[src/rtl/mem_arbiter_rr.sv]
// N-port line-request arbiter: L1 miss ports share one lower-level memory port.
// Round-robin or fixed-priority selection, registered pmem requests, per-port grant counters.
module mem_arbiter_rr #(
  parameter int unsigned NUM_PORTS = 2,
  parameter int unsigned LINE_W    = 256,
  parameter int unsigned ADDR_W    = 32,
  parameter int unsigned RR_MODE   = 1,
  parameter int unsigned CNT_W     = 16,
  localparam int unsigned ID_W     = $clog2(NUM_PORTS)
) (
  input  logic                        clk,
  input  logic                        rst_n,
  input  logic [NUM_PORTS-1:0]        req_read,
  input  logic [NUM_PORTS-1:0]        req_write,
  input  logic [NUM_PORTS*ADDR_W-1:0] req_address,
  input  logic [NUM_PORTS*LINE_W-1:0] req_wdata,
  output logic [NUM_PORTS-1:0]        req_resp,
  output logic [LINE_W-1:0]           req_rdata,
  output logic                        pmem_read,
  output logic                        pmem_write,
  output logic [ADDR_W-1:0]           pmem_address,
  output logic [LINE_W-1:0]           pmem_wdata,
  input  logic                        pmem_resp,
  input  logic [LINE_W-1:0]           pmem_rdata,
  output logic [ID_W-1:0]             grant_id,
  output logic                        busy,
  input  logic                        clear_counts,
  output logic [NUM_PORTS*CNT_W-1:0]  grant_count
);

  typedef enum logic {IDLE, BUSY} state_e;

  state_e                state_q, state_d;
  logic                  pmem_read_q, pmem_read_d;
  logic                  pmem_write_q, pmem_write_d;
  logic [ADDR_W-1:0]     pmem_address_q, pmem_address_d;
  logic [LINE_W-1:0]     pmem_wdata_q, pmem_wdata_d;
  logic [ID_W-1:0]       grant_id_q, grant_id_d;
  logic [ID_W-1:0]       last_grant_q, last_grant_d;
  logic [CNT_W-1:0]      cnt_q [NUM_PORTS];
  logic [CNT_W-1:0]      cnt_d [NUM_PORTS];

  logic [NUM_PORTS-1:0]  requesting;
  logic [ID_W-1:0]       win;
  logic                  done_c;

  assign requesting = req_read | req_write;
  assign done_c     = (state_q == BUSY) && pmem_resp;

  // Winner: scan from last_grant+1 (round-robin) or from port 0 (fixed priority).
  always_comb begin
    int unsigned idx;
    logic        found;
    win   = '0;
    found = 1'b0;
    idx   = 0;
    for (int unsigned k = 1; k <= NUM_PORTS; k++) begin
      if (RR_MODE != 0) begin
        idx = 32'(last_grant_q) + k;
        if (idx >= NUM_PORTS) idx = idx - NUM_PORTS;
      end else begin
        idx = k - 1;
      end
      if (!found && requesting[ID_W'(idx)]) begin
        found = 1'b1;
        win   = ID_W'(idx);
      end
    end
  end

  always_comb begin
    state_d        = state_q;
    pmem_read_d    = pmem_read_q;
    pmem_write_d   = pmem_write_q;
    pmem_address_d = pmem_address_q;
    pmem_wdata_d   = pmem_wdata_q;
    grant_id_d     = grant_id_q;
    last_grant_d   = last_grant_q;
    cnt_d          = cnt_q;

    case (state_q)
      IDLE: begin
        if (|requesting) begin
          state_d        = BUSY;
          grant_id_d     = win;
          pmem_write_d   = req_write[win];
          pmem_read_d    = !req_write[win];
          pmem_address_d = req_address[32'(win)*ADDR_W +: ADDR_W];
          pmem_wdata_d   = req_wdata[32'(win)*LINE_W +: LINE_W];
        end
      end
      BUSY: begin
        if (pmem_resp) begin
          state_d      = IDLE;
          pmem_read_d  = 1'b0;
          pmem_write_d = 1'b0;
          last_grant_d = grant_id_q;
          if (cnt_q[grant_id_q] != {CNT_W{1'b1}})
            cnt_d[grant_id_q] = cnt_q[grant_id_q] + CNT_W'(1);
        end
      end
      default: state_d = IDLE;
    endcase

    // Clear wins over a coincident increment.
    if (clear_counts) begin
      for (int unsigned p = 0; p < NUM_PORTS; p++) cnt_d[p] = '0;
    end
  end

  always_ff @(posedge clk or negedge rst_n) begin
    if (!rst_n) begin
      state_q        <= IDLE;
      pmem_read_q    <= 1'b0;
      pmem_write_q   <= 1'b0;
      pmem_address_q <= '0;
      pmem_wdata_q   <= '0;
      grant_id_q     <= '0;
      last_grant_q   <= ID_W'(NUM_PORTS - 1);
      for (int unsigned p = 0; p < NUM_PORTS; p++) cnt_q[p] <= '0;
    end else begin
      state_q        <= state_d;
      pmem_read_q    <= pmem_read_d;
      pmem_write_q   <= pmem_write_d;
      pmem_address_q <= pmem_address_d;
      pmem_wdata_q   <= pmem_wdata_d;
      grant_id_q     <= grant_id_d;
      last_grant_q   <= last_grant_d;
      cnt_q          <= cnt_d;
    end
  end

  assign req_resp     = done_c ? (NUM_PORTS'(1) << grant_id_q) : '0;
  assign req_rdata    = pmem_rdata;
  assign pmem_read    = pmem_read_q;
  assign pmem_write   = pmem_write_q;
  assign pmem_address = pmem_address_q;
  assign pmem_wdata   = pmem_wdata_q;
  assign grant_id     = grant_id_q;
  assign busy         = (state_q == BUSY);

  for (genvar g = 0; g < NUM_PORTS; g++) begin : g_cnt
    assign grant_count[g*CNT_W +: CNT_W] = cnt_q[g];
  end

endmodule
[config.mk]
export PLATFORM = sky130hd
export DESIGN_NAME = mem_arbiter_rr
export DESIGN_NICKNAME = d
export VERILOG_FILES = /design/src/rtl/mem_arbiter_rr.sv
export SDC_FILE = /design/constraint.sdc
export NUM_CORES = 1
export LEC_CHECK = 0
export ABC_AREA = 0
export CAP_MARGIN = 25
export CORE_AREA = 4 4 554 556
export DETAILED_ROUTE_END_ITERATION = 6
export DIE_AREA = 0 0 558 560
export HOLD_SLACK_MARGIN = 0.1
export SETUP_SLACK_MARGIN = 0.05
export SYNTH_ARGS = -nofsm -noshare
export SYNTH_HDL_FRONTEND = slang
export SYNTH_SLANG_ARGS = --single-unit
[constraint.sdc]
create_clock -name clk -period 3 [get_ports clk]
set_clock_uncertainty 0.05 [all_clocks]
set_input_delay 0.6 -clock clk [delete_from_list [all_inputs] [get_ports clk]]
set_output_delay 0.6 -clock clk [all_outputs]
set_load 0.02 [all_outputs]
==> results of run 1 <==
## cells in the final DEF (no fill, tap or decap), types with 5 or more instances in the layout
| cell type | count |
|---|---|
| o41ai_1 | 5 |
| clkbuf_16 | 46 |
| clkdlybuf4s50_1 | 877 |
| nor2_1 | 7 |
| mux2i_1 | 296 |
| nand3_1 | 24 |
| clkbuf_8 | 10 |
| diode_2 | 25 |
| o211ai_1 | 5 |
| o21ai_0 | 303 |
| xnor2_1 | 5 |
| buf_4 | 114 |
| or3_1 | 8 |
| or4_1 | 7 |
| o31ai_1 | 10 |
| nand2_1 | 306 |
| dfrtp_1 | 323 |
| clkbuf_1 | 9 |
| clkinv_2 | 9 |
| buf_12 | 19 |
| nand4_1 | 5 |
| a21oi_1 | 21 |
## timing repair
action / 4_1_cts / 5_1_grt
hold endpoints to repair: 43 / 0
gates resized for setup: 0 / 0
hold buffers: 1 / 0
## power by group through the flow
stage / sequential (mW) / clock, mW / combinational, mW
finish: 6.00 / 5.74 / 7.19
global route: 6.08 / 6.11 / 7.61
CTS: 5.99 / 6.01 / 7.44
detailed placement: 6.04 / 0 / 7.42
global placement: 6.03 / 0 / 7.39
floorplan: 6.79 / 0 / 2.15
## metrics by stage
stage	total power [mW]	area (um2)
2_1_floorplan	8.94	17200
5_1_grt	19.8	31300
3_3_place_gp	13.4	29800
6_report	18.9	31400
3_5_place_dp	13.5	29800
4_1_cts	19.4	31300
## final cells by class
type	instances	area [um2]	area share
repair buffers	1012	10000	0.320
diodes	25	62.6	0.00199
inverters	5	18.8	0.000598
flip-flops and latches	325	8140	0.259
clock buffers	65	1320	0.0422
clock inverters	18	196	0.00626
multi-input cells	1046	6620	0.211
well taps	3978	4980	0.159
## worst register-to-register path: stages, from the launching register on
cell and delay [ps]:
dfrtp_1 460, mux2i_1 170, inv_1 110, ha_1 260
nand3_1 140, o22ai_2 380, o211a_2 650, nor3_1 110
mux2_2 290
## layer usage
metal | wire, um | up-vias | track usage
met4 | 9310 | 170 | 0.0454
met5 | 1160 | - | 0
met1 | 63200 | 7802 | 0.113
met2 | 91100 | 1258 | 0.201
li1 | - | 7172 | -
met3 | 49200 | 615 | 0.138
## worst max path at each step
stage	from	endpoint	slack [ps]	depth (start not counted)
final	grant_id	req_resp[0]	230	4
after floorplan	grant_id	grant_count[27]	130	10
after global routing	grant_id	req_resp[0]	120	4
after global placement	req_read[0]	pmem_address[4]	-180	6
after CTS	grant_id	req_resp[0]	120	4
after detailed placement	req_read[0]	pmem_address[6]	-200	7
## sequential cells by signal, summed over array words and instances, names as in the netlist
signal,cells
busy,1
grant_count,32
grant_id,1
last_grant_q,1
pmem_address,32
pmem_read,1
pmem_wdata,256
pmem_write,1
## cell families after synthesis
logic type	count (synthesis)	synth area share
xor gates and xnor gates	5	0.00255
and+or+nand+nor	379	0.0934
DFF	325	0.474
adders and majority gates	1	0.000728
muxes	299	0.174
AOI/OAI and AO/OA	362	0.113
buffers and inverters	371	0.142
==> impl_metrics.env, run 1 <==
export IMPL_outcome="completed"
export IMPL_synth_nets=2583
export IMPL_fin_setup_tns_ps=0
export IMPL_viasPerCell=2.63
export IMPL_cp_arrival_ps=2120
export IMPL_htree_levels=2
export IMPL_p_leak_nw=11.9
export IMPL_path_clk_slew_ps=60
export IMPL_num_vias=17000
export IMPL_netlist_cell_type_count=48
export IMPL_combPwrFrac=0.380
export IMPL_rows=202
export IMPL_p_clk_frac=0.303
export IMPL_cts_setup_buffers=0
export IMPL_hp_start="pmem_wdata[110]"
export IMPL_cts_root_buf="clkbuf_16"
export IMPL_worstSetupEndpointType="output pin"
export IMPL_clockBufferDepth=3
export IMPL_ys_ff_latch=325
export IMPL_grt_start_max_net_pins=95
export IMPL_grt_use_total=0.131
export IMPL_powerDensity_mw_per_mm2=603
export IMPL_drtPass1Iterations=5
export IMPL_synthCells=1742
export IMPL_synth_seq_area_share=0.474
export IMPL_timing_hold_ws_ps=429
export IMPL_final_layout_size_suffix_gt1_frac=0.0923
export IMPL_yosys_top_cells_area="dfrtp_1 47%, mux2i_1 17%, buf_4 11%"
export IMPL_synthTopCellsByCount="324 x dfrtp_1, 306 x nand2_1, 304 x o21ai_0"
export IMPL_clock_latency_ps=680
export IMPL_min_period_over_period=0.923
export IMPL_grt_pass1_wl_um=250000
export IMPL_wire_per_inst_um=33.1
export IMPL_dp_hpwl_um=195000
export IMPL_critical_path_top_delay_family="buffers and inverters"
export IMPL_synth_edf_count=0
export IMPL_yosys_area_top_type_share=0.472
export IMPL_die_h_um=560
export IMPL_fin_crit_ps=2770
export IMPL_gr_total_overflow=0
export IMPL_min_path_cells=2
export IMPL_crit_buf_inv=3
export IMPL_grt_pass1_vias=16900
export IMPL_fin_util=0.104
export IMPL_r2r_end="grant_count[2]"
export IMPL_cp_slowest_cell="dfrtp_2"
export IMPL_critPathMaxStageDelay_ps=450
export IMPL_switching_power_mw=7.36
export IMPL_drv_slew=0
export IMPL_io_buffers=909
export IMPL_dieArea_mm2=0.312
export IMPL_fillers=34700
export IMPL_gp_congestion=0.954
export IMPL_hold_violations=0
export IMPL_cts_tree="built"
export IMPL_worst_pin_slew_ps=876
export IMPL_fin_nets=3277
export IMPL_hold_path_class="reg -> reg"
export IMPL_setup_slack_ps=232
export IMPL_synth_most_common_cell="dfrtp_1"
export IMPL_core_mm2=0.302
export IMPL_dp_cells=6365
export IMPL_die_x_um=558
export IMPL_ys_warn_count=0
export IMPL_cts_sinks=325
export IMPL_crit_type="reg -> out"
export IMPL_reg2reg_depth=8
export IMPL_synth_ff_type="dfrtp_1"
export IMPL_required_ps=2350
export IMPL_cp_max_fo=22
export IMPL_pre_cts_ws_ps=-200
export IMPL_drtIter0Drc=1043
export IMPL_cap_violations=0
export IMPL_pwr_share_seq=0.317
export IMPL_antenna_found_initial=185
export IMPL_ant_nets=0
export IMPL_synth_area_per_cell_um2=9.86
export IMPL_p_int_mw=11.6
export IMPL_cts_buffers=46
export IMPL_rsz0062_at_grt="false"
export IMPL_route_detailed_drc=0
export IMPL_r2r_setup_slack_ps=270
export IMPL_crit_chain="buf_4 -> or2_2 -> inv_1 -> buf_12"
export IMPL_area_delta_synth_final_pct=82.7
export IMPL_irDropWorstVdd_uv=346
export IMPL_r2r_start="grant_count[0]"
export IMPL_setup_violations=0
export IMPL_boundaryPins=1422
export IMPL_start_util=0.0569
export IMPL_async_flop_share=1.00
export IMPL_synth_top_cell_by_area="dfrtp_1"
export IMPL_routed_wl_um=214000
export IMPL_max_freq_mhz=361
export IMPL_swShare=0.389
export IMPL_syn_area_mm2=0.0172
export IMPL_start_kind="register"
export IMPL_fin_cells=6474
export IMPL_relSlewSlack=0.416
export IMPL_whs_endpoint="pmem_wdata[110]"
(Power assumes the default switching activity.)
==> run 2: changes to the inputs <==
==> constraint.sdc (replaced) <==
create_clock -name clk -period 3.5 [get_ports clk]
set_clock_uncertainty 0.05 [all_clocks]
set_input_delay 0.7 -clock clk [delete_from_list [all_inputs] [get_ports clk]]
set_output_delay 0.7 -clock clk [all_outputs]
set_load 0.02 [all_outputs]
==> run 2 against run 1 <==
Compared with the run above: first-iteration DRC count grew 29%; combinational power fell by 17%; global-route usage barely moved; non-clock buffer count down 42; count of clock-buffer cells in the layout down 2; routed wire length down 0.14%; critical path type unchanged.
==> impl_metrics.env, run 2 (synthesis gave the netlist of run 1 again) <==
export IMPL_hold_violations=0
export IMPL_cts_root_buf="clkbuf_16"
export IMPL_worstSetupEndpointType="output pin"
export IMPL_io_buffers=909
export IMPL_viasPerCell=2.67
export IMPL_grt_use_total=0.131
export IMPL_start_kind="register"
export IMPL_crit_type="reg -> out"
export IMPL_drv_slew=0
export IMPL_wire_per_inst_um=33.2
export IMPL_gp_congestion=0.974
export IMPL_die_h_um=560
export IMPL_min_period_over_period=0.862
export IMPL_routed_wl_met3_um=50400
export IMPL_multi_input_comb_area_mm2=0.00662
export IMPL_rsz0062_at_grt="false"
export IMPL_worst_pin_slew_ps=789
export IMPL_hold_path_class="reg -> reg"
export IMPL_fin_cells=6438
export IMPL_num_vias=17200
export IMPL_path_clk_slew_ps=60
export IMPL_ant_nets=0
export IMPL_required_ps=2750
export IMPL_p_leak_nw=11.6
export IMPL_fin_setup_tns_ps=0
export IMPL_routed_wl_um=214000
export IMPL_cp_startpoint="grant_id"
export IMPL_max_freq_mhz=331
export IMPL_cp_arrival_ps=2270
export IMPL_dr_wl_met2_um=89700
export IMPL_largest_register_ffs=256
export IMPL_boundaryPins=1422
export IMPL_reg2reg_depth=8
export IMPL_r2r_start="grant_id"
export IMPL_antenna_found_initial=208
export IMPL_fin_nets=3234
export IMPL_clockBufferDepth=3
export IMPL_mostFrequentLayoutCell="clkdlybuf4s50_1"
export IMPL_crit_path_end="grant_id"
export IMPL_dieArea_mm2=0.312
export IMPL_seqCellArea_mm2=0.00813
export IMPL_area_delta_synth_final_pct=81.1
export IMPL_cts_tree="built"
export IMPL_drtPass1Iterations=7
export IMPL_rows=202
export IMPL_drt_met1_wl_um=61600
export IMPL_start_util=0.0569
export IMPL_grt_start_max_net_pins=74
export IMPL_irDropWorstVdd_uv=307
export IMPL_dp_cells=6323
export IMPL_die_x_um=558
export IMPL_cts_buffers=45
export IMPL_cts_resized=0
export IMPL_setup_violations=0
export IMPL_min_path_cells=2
export IMPL_fin_crit_ps=3020
export IMPL_dp_hpwl_um=195000
export IMPL_core_mm2=0.302
export IMPL_cap_violations=0
export IMPL_grt_pass1_vias=16600
export IMPL_grt_pass1_wl_um=250000
export IMPL_cts_sinks=325
export IMPL_r2r_setup_slack_ps=610
export IMPL_outcome="completed"
export IMPL_layout_common_cells="888 x clkdlybuf4s50_1, 324 x dfrtp_1, 306 x nand2_1, 303 x o21ai_0, 296 x mux2i_1"
export IMPL_dr_max_layer_used="met5"
export IMPL_powerDensity_mw_per_mm2=521
export IMPL_clock_latency_ps=670
export IMPL_final_layout_size_suffix_gt1_frac=0.0713
export IMPL_cp_max_fo=27
export IMPL_drtIter0Drc=1342
export IMPL_fillers=34700
export IMPL_htree_levels=2
export IMPL_gr_total_overflow=0
export IMPL_route_detailed_drc=0
export IMPL_relSlewSlack=0.459
export IMPL_r2r_end="grant_count[27]"
[run 2: timing repair]
action,CTS,global route
endpoints found under the hold margin,43,0
hold buffers,1,0
buffers inserted,0,0
[run 2: area by class of cell]
type,instances,area share
antenna,32,0.00257
clock buffer,63,0.0416
clock inverter,19,0.00889
inverter,5,0.000603
multi-input combinational,1046,0.213
sequential,325,0.262
tap,3978,0.160
timing repair buffer,970,0.312
[run 2: layer usage]
metal	global-route usage	vias up
met4	0.0522	180
met5	0.000154	-
met2	0.198	1375
met3	0.137	688
li1	-	7092
met1	0.113	7862
[run 2: stage by stage]
stage | instance area (um2) | util | setup slack (ps) | total power, mW | hold slack, ps
3_3_place_gp | 29400 | 0.0975 | 465 | 11.3 | 412
5_1_grt | 31100 | 0.103 | 360 | 16.9 | 447
2_1_floorplan | 17200 | - | 538 | 7.66 | 354
3_5_place_dp | 29400 | 0.0975 | 456 | 11.3 | 421
6_report | 31100 | 0.103 | 482 | 16.2 | 428
4_1_cts | 31000 | 0.103 | 392 | 16.6 | 435
[run 2: critical path, stage by stage (launching register included)]
cell,delay [ps]
dfrtp_1,540
buf_4,370
clkdlybuf4s50_1,670
[run 2: power breakdown]
part           internal (mW)  switching, mW
Clock                   2.97           2.15
Sequential              4.48          0.645
Combinational           2.55           3.40
Total                   10.0           6.19
[run 2: worst min-delay path by stage]
stage	endpoint	slack (ps)	start
6_report	pmem_wdata[169]	430	pmem_wdata[169]
5_1_grt	pmem_wdata[249]	450	pmem_wdata[249]
4_1_cts	pmem_wdata[95]	440	pmem_wdata[95]
3_5_place_dp	pmem_wdata[169]	420	pmem_wdata[169]
3_3_place_gp	pmem_wdata[91]	410	pmem_wdata[91]
2_1_floorplan	busy	350	rst_n
==> run 3: changes to the inputs <==
--- a/config.mk
+++ b/config.mk
@@ -15,3 +15,4 @@
 export SYNTH_ARGS = -nofsm -noshare
 export SYNTH_HDL_FRONTEND = slang
 export SYNTH_SLANG_ARGS = --single-unit
+export TNS_END_PERCENT = 50
==> results of run 3 <==
The final DEF is identical to that of run 2; final timing and power are the same.
